`src/rtl/shift_normalizer_seq_pkg.sv`:
```
// shift_normalizer_seq_pkg: shared widths and FSM encoding for the normalizer and shifter stage
package shift_normalizer_seq_pkg;
  localparam int DEF_DATA_W = 8;
  localparam int DEF_AMT_W = 3;
  typedef enum logic [1:0] {
    S_IDLE = 2'b00,
    S_OP   = 2'b01,
    S_DONE = 2'b10
  } state_t;
endpackage

```
`src/rtl/shift_normalizer_seq.sv`:
```
// shift_normalizer_seq: one-bit-per-clock normalizer (clk, reset, start/dir/din in; ready, done_tick, dout, amt, zero out)
module shift_normalizer_seq
  import shift_normalizer_seq_pkg::*;
#(
  parameter int DATA_W = DEF_DATA_W,
  parameter int AMT_W = DEF_AMT_W
) (
  input  logic              clk,
  input  logic              reset,
  input  logic              start,
  input  logic              dir,
  input  logic [DATA_W-1:0] din,
  output logic              ready,
  output logic              done_tick,
  output logic [DATA_W-1:0] dout,
  output logic [AMT_W-1:0]  amt,
  output logic              zero
);
  state_t state, state_n;
  logic [DATA_W-1:0] d_reg, d_n;
  logic [AMT_W-1:0] n_reg, n_n;
  logic dir_reg, dir_n, zero_reg, zero_n, stop;
  assign stop = (dir_reg ? d_reg[0] : d_reg[DATA_W-1]) || d_reg == '0;
  assign dout = d_reg;
  assign amt = n_reg;
  assign zero = zero_reg;
  always_ff @(posedge clk or posedge reset) begin
    if (reset) begin
      state <= S_IDLE;
      d_reg <= '0;
      n_reg <= '0;
      dir_reg <= 1'b0;
      zero_reg <= 1'b0;
    end else begin
      state <= state_n;
      d_reg <= d_n;
      n_reg <= n_n;
      dir_reg <= dir_n;
      zero_reg <= zero_n;
    end
  end
  always_comb begin
    state_n = state;
    d_n = d_reg;
    n_n = n_reg;
    dir_n = dir_reg;
    zero_n = zero_reg;
    ready = state == S_IDLE;
    done_tick = state == S_DONE;
    case (state)
      S_IDLE: if (start) begin
        state_n = S_OP;
        d_n = din;
        n_n = '0;
        dir_n = dir;
        zero_n = din == '0;
      end
      S_OP: if (stop) state_n = S_DONE;
      else begin
        d_n = dir_reg ? d_reg >> 1 : d_reg << 1;
        n_n = n_reg + AMT_W'(1);
      end
      default: state_n = S_IDLE;
    endcase
  end
endmodule

```
`config.mk`:
```
export PLATFORM = sky130hd
export DESIGN_NAME = shift_normalizer_seq
export DESIGN_NICKNAME = d
export VERILOG_FILES = /design/src/rtl/shift_normalizer_seq_pkg.sv /design/src/rtl/shift_normalizer_seq.sv
export SDC_FILE = /design/constraint.sdc
export NUM_CORES = 1
export LEC_CHECK = 0
export BUFFER_PORTS_ARGS = -buffer_cell sky130_fd_sc_hd__buf_2
export CAP_MARGIN = 20
export CORE_MARGIN = 2
export CORE_UTILIZATION = 30
export CTS_BUF_LIST = sky130_fd_sc_hd__clkbuf_8
export DETAILED_ROUTE_END_ITERATION = 7
export PLACE_DENSITY = 0.51
export SLEW_MARGIN = 10
export SYNTH_ARGS = -nofsm -noshare
export SYNTH_HDL_FRONTEND = slang
export SYNTH_SLANG_ARGS = --single-unit
```
`constraint.sdc`:
```
create_clock -name clk -period 2.7 [get_ports clk]
set_clock_uncertainty 0.2 [all_clocks]
set_input_delay 0.27 -clock clk [delete_from_list [all_inputs] [get_ports clk]]
set_output_delay 0.27 -clock clk [all_outputs]
set_load 0.02 [all_outputs]
```
# == Yosys cells after proc, flatten, opt, wreduce, memory -nomap -nowiden ==
# Index checks and enable logic that the tools add are counted.
# op_classes
add_sub_neg,1
reduce_logical,8
muxes,11
eq_ne,5
# ops
operator,count
$mux W8,3
$logic_not A8 Y1,2
$pmux W8 S2,1
$mux W3,2
$ne A2 B2 Y1 const B,3
$pmux W3 S2,1
$mux W2,2
$pmux W2 S2,1
$reduce_and A2 Y1,2
$add A3 B1 Y3 const B,1
$reduce_and A3 Y1,1
$eq A2 B1 Y1 const B,1
$eq A2 B2 Y1 const B,1
$logic_not A2 Y1,1
$reduce_bool A2 Y1,1
$logic_or A1 B1 Y1,1
$mux W1,1
# word_totals
regBits,15
output_inout_bits,14
inputBits,12
elab_cells,30

# == Logic depth before layout (Yosys ltp) ==
# depth
word_depth,4
mapped_depth,6
ltp_nobuf,4

# == Least setup slack after synthesis ==
# No wires, ideal clock.
# synth_timing
path_kind,register -> register
startpoint,"reg d_reg[5], in the netlist dout[5]"
endpoint,"reg d_reg[0], in the netlist dout[0]"
required_time_ns,2.375
t_arrival_ns,1.615
slack_ns,0.760
synth_period_minus_slack_ns,1.940
path_buffers,1
stages_incl_launch_ff,6
setup_time_ns,0.125
cell_sequence,dfrtp_1 -> nor4_1 -> nand2_1 -> a32oi_2 -> buf_6 -> mux2_4
# synth_via
elab_chain_len,4
# synth_rtl
item,line,source
"start, declared",shift_normalizer_seq.sv:20,"logic [DATA_W-1:0] d_reg, d_n;"
"start signal, assigned",shift_normalizer_seq.sv:36,d_reg <= d_n;
$logic_not A8 Y1,shift_normalizer_seq.sv:23,assign stop = (dir_reg ? d_reg[0] : d_reg[DATA_W-1]) || d_reg == '0;
$logic_or A1 B1 Y1,shift_normalizer_seq.sv:23,
$ne A2 B2 Y1 (no line),n/a,
$reduce_and A3 Y1 (no line),n/a,
# Every way passes these cells.
# A chain may end at the register's enable or synchronous reset.

# == Worst setup path in the final report ==
# layout_timing
startpoint,"reg d_reg[6], in the netlist dout[6]"
endpoint,"reg d_reg[4], in the netlist dout[4]"
# The elaborated chain is that of the path after synthesis.

==> out/metrics.csv <==
stage,metric,value,unit
sta,Final Hold Viols,0,
synth,Mean Syn Cell Area,10.68,sq um
die,std cell rows,19,
cells_and_area,Area Overhead vs Synth,24.60,%
synth,Synth Area in Simple Gates,15.81,%
synth,largest cells by area after synthesis,"dfrtp_1 44%, mux2i_1 11%, mux2_4 11%",
detailed_routing,total number of vias,692,
placement,DP Area,0.001010,sq mm
die,Core ar.,0.002734,sq mm
synth,post-synthesis compound-gate area fraction,8.346,%
sta,Slew headroom,59.17,%
synth,Synth top cells by count,"15 x dfrtp_1, 13 x nand2_1, 9 x mux2i_1",
grt,initial antenna violation count,0,
placement,GPL Wtd Cong,0.7087,
setup_path,"Slowest-stage cell, CP",dfrtp_1,
sta,Final Setup Violations,0,
cts,Clock Pin Slew Worst Setup and Hold Paths,0.06,ns
synth,main flop type after synthesis,dfrtp_1,
sta,Setup TNS Final,0,ns
power,VDD IR max,0.7611,mV
setup_path,Critical Path Fanout Max,6,
detailed_routing,total length of routed wires,1958,microns
cells_and_area,"Design Area, Final",0.001065,sq mm
sta,Least-Margin Pin Slew,0.6117,ns
cells_and_area,share of layout cells above drive strength 1,39.45,%
placement,I/O Buffers,25,
placement,Post-DP HPWL,1431,microns
detailed_routing,WL/cell,13.99,microns
synth,Post-Synth XOR/XNOR Area,0,%
detailed_routing,DRT iter0 DRCs,10,
setup_path,Reg2Reg Setup Slack,0.59,ns
cells_and_area,Final nets,123,
run,Max-Cap Viols,0,
die,# IOs,26,
cts,buffer count from post-CTS setup fixing,0,
die,Die Area,0.003291,sq mm
grt,largest net degree at the start of global routing,20,
grt,M3 GR Usage,4.762,%
synth,syn nets,93,
synth,Syn Inst Count,80,
sta,RSZ-0062 raised after global routing,no,
grt,gr busiest metal,met2,
synth,"Async S/R FF share, synth",100.0,%
grt,met1 usage,16.81,%
setup_path,startpoint types,flip-flop,
die,DIE WIDTH,57.37,microns
synth,"Seq/Total Area, Yosys",43.92,%
detailed_routing,DR vias/cell,4.943,
synth,Post-Synth Adder-Cell Area,1.464,%
placement,DP Cell Count,135,
setup_path,Worst Setup End Kind,flip-flop,
synth,cell area after synthesis,854.6,sq um
synth,Post-synth EDFFs,0,
sta,Slew Limit Fails,0,
cts,H-tree levels,1,
cts,CTS sink cnt,15,
setup_path,Critical Path RT,2.64,ns
cts,worst skew pair latency,0.25,ns
cells_and_area,number of fill cells,275,
sta,Fmax,473.8,MHz
cts,TritonCTS Buffers,3,
grt,first-pass GRT wire length,3305,microns
setup_path,WS Path Type,flip-flop to flip-flop,
setup_path,Critical Path Max Stage Delay,0.44,ns
grt,M2 GR Usage,21.59,%
run_status,status,finished clean,
detailed_routing,remaining antenna violation count,0,
worst_hold_path,worst hold path class,input pin to flip-flop,
sta,Final min period,2.110,ns
cells_and_area,max FFs per register,8,
cts,TritonCTS clock tree,built,
synth,Yosys Warn Count,0,
synth,largest area contributor in the netlist,dfrtp_1,
power,power per cell area,1310,mW/mm^2
synth,main combinational cell family by area after synthesis,multiplexers,
detailed_routing,1st-pass router iterations,4,
sta,crit share post-route,78.17,%
cts,clock tree buffer depth,2,
cts,clock root cell,clkbuf_8,
setup_path,Bufs and invs on worst path,1,
synth,share of the synthesized area in the top cell type,43.92,%
grt,GRT Total Usage,13.53,%
die,Die Height,57.37,microns
power,power after layout,0.001395,W
synth,Netlist cell types,21,
detailed_routing,DRC violations left,0,
grt,vias in the first global route,702,
setup_path,Worst path top cell family by delay,flip-flops,
grt,global route overflow,0,
synth,top-count cell post-synth,dfrtp_1,
cells_and_area,fin cells,140,
die,Initial Utilization,31.26,%
setup_path,Worst Path Arrival,2.05,ns
synth,post-synthesis mux area share,25.04,%
synth,register bit total from synthesis,15,
cells_and_area,# diodes,0,
power,leakage,0.5612,nW
setup_path,crit path cell chain,nor4_1 > nand2_1 > a32oi_2 > buf_4 > mux2_2,
## metrics by stage
step	utilization, %	hold slack [ns]	worst slack, ns
after CTS	38.95	0.04593	0.5689
after global placement	36.93	0.1805	0.6335
after detailed placement	36.93	0.1726	0.5763
after floorplan	-	-0.02852	0.7597
after global routing	38.95	0.05239	0.4591
final	38.95	0.05006	0.5895
## layer usage
metal,wire [microns],vias up
li1,-,343
met1,958,326
met2,885,19
met3,87,4
met4,26,0
met5,0,-
## cell families (layout without fill, tap and decap cells)
family / count (synthesis) / in the layout
buffers and inverters: 8 / 37
flip-flops: 15 / 15
multiplexers: 18 / 18
adder cells (fa/ha/maj): 1 / 1
AND/OR/NAND/NOR: 27 / 27
AO/OA/AOI/OAI: 11 / 11
## layout make-up
cell class | instances | area [sq um] | area share (%)
clock buffers | 3 | 41.29 | 3.878
clock inverters | 1 | 3.754 | 0.3525
inverters | 4 | 15.01 | 1.410
multi-input cells | 57 | 432.9 | 40.66
flip-flops and latches | 15 | 375.4 | 35.25
well taps | 31 | 38.79 | 3.643
repair buffers | 29 | 157.7 | 14.81
## placed cells by master, fill, tap and decap left out, types with 2 or more instances in the layout
master / count
nor3b_1: 3
mux2_2: 3
nor2_1: 2
clkbuf_8: 3
o21ai_0: 7
inv_1: 5
mux2_4: 6
nand2_1: 13
dfrtp_1: 15
a21oi_1: 2
mux2i_1: 9
nor4_1: 4
nor2b_1: 2
buf_2: 25
buf_4: 3
## worst paths after layout
check / from / end / cells past startpoint
max in group asynchronous: reset / amt[2] / 3
worst max register to register: dout[6] / dout[4] / 5
worst min-delay path: dir / dir_reg / 2
min in group asynchronous: reset / state[0] / 3
worst max-delay path: dout[6] / dout[4] / 5
worst min register to register: zero / zero / 2
## worst reg2reg max path: cells and delay by family (launching register included)
family	cells	cell delay, ns
AND/OR/NAND/NOR	2	0.42
AO/OA/AOI/OAI	1	0.38
buffers and inverters	1	0.22
multiplexers	1	0.33
flip-flops	1	0.44
## report_power, final
part	total (W)	switching, W	internal, W
combinational	0.000772	0.000397	0.000375
clock	0.000185	0.0000841	0.000101
sequential	0.000438	0.000114	0.000324
total	0.00139	0.000595	0.000799
## timing repair
action | CTS | global route
resized for setup | 0 | 0
hold buffers | 1 | 0
endpoints found under the hold margin | 15 | 0
(Power assumes the default switching activity.)
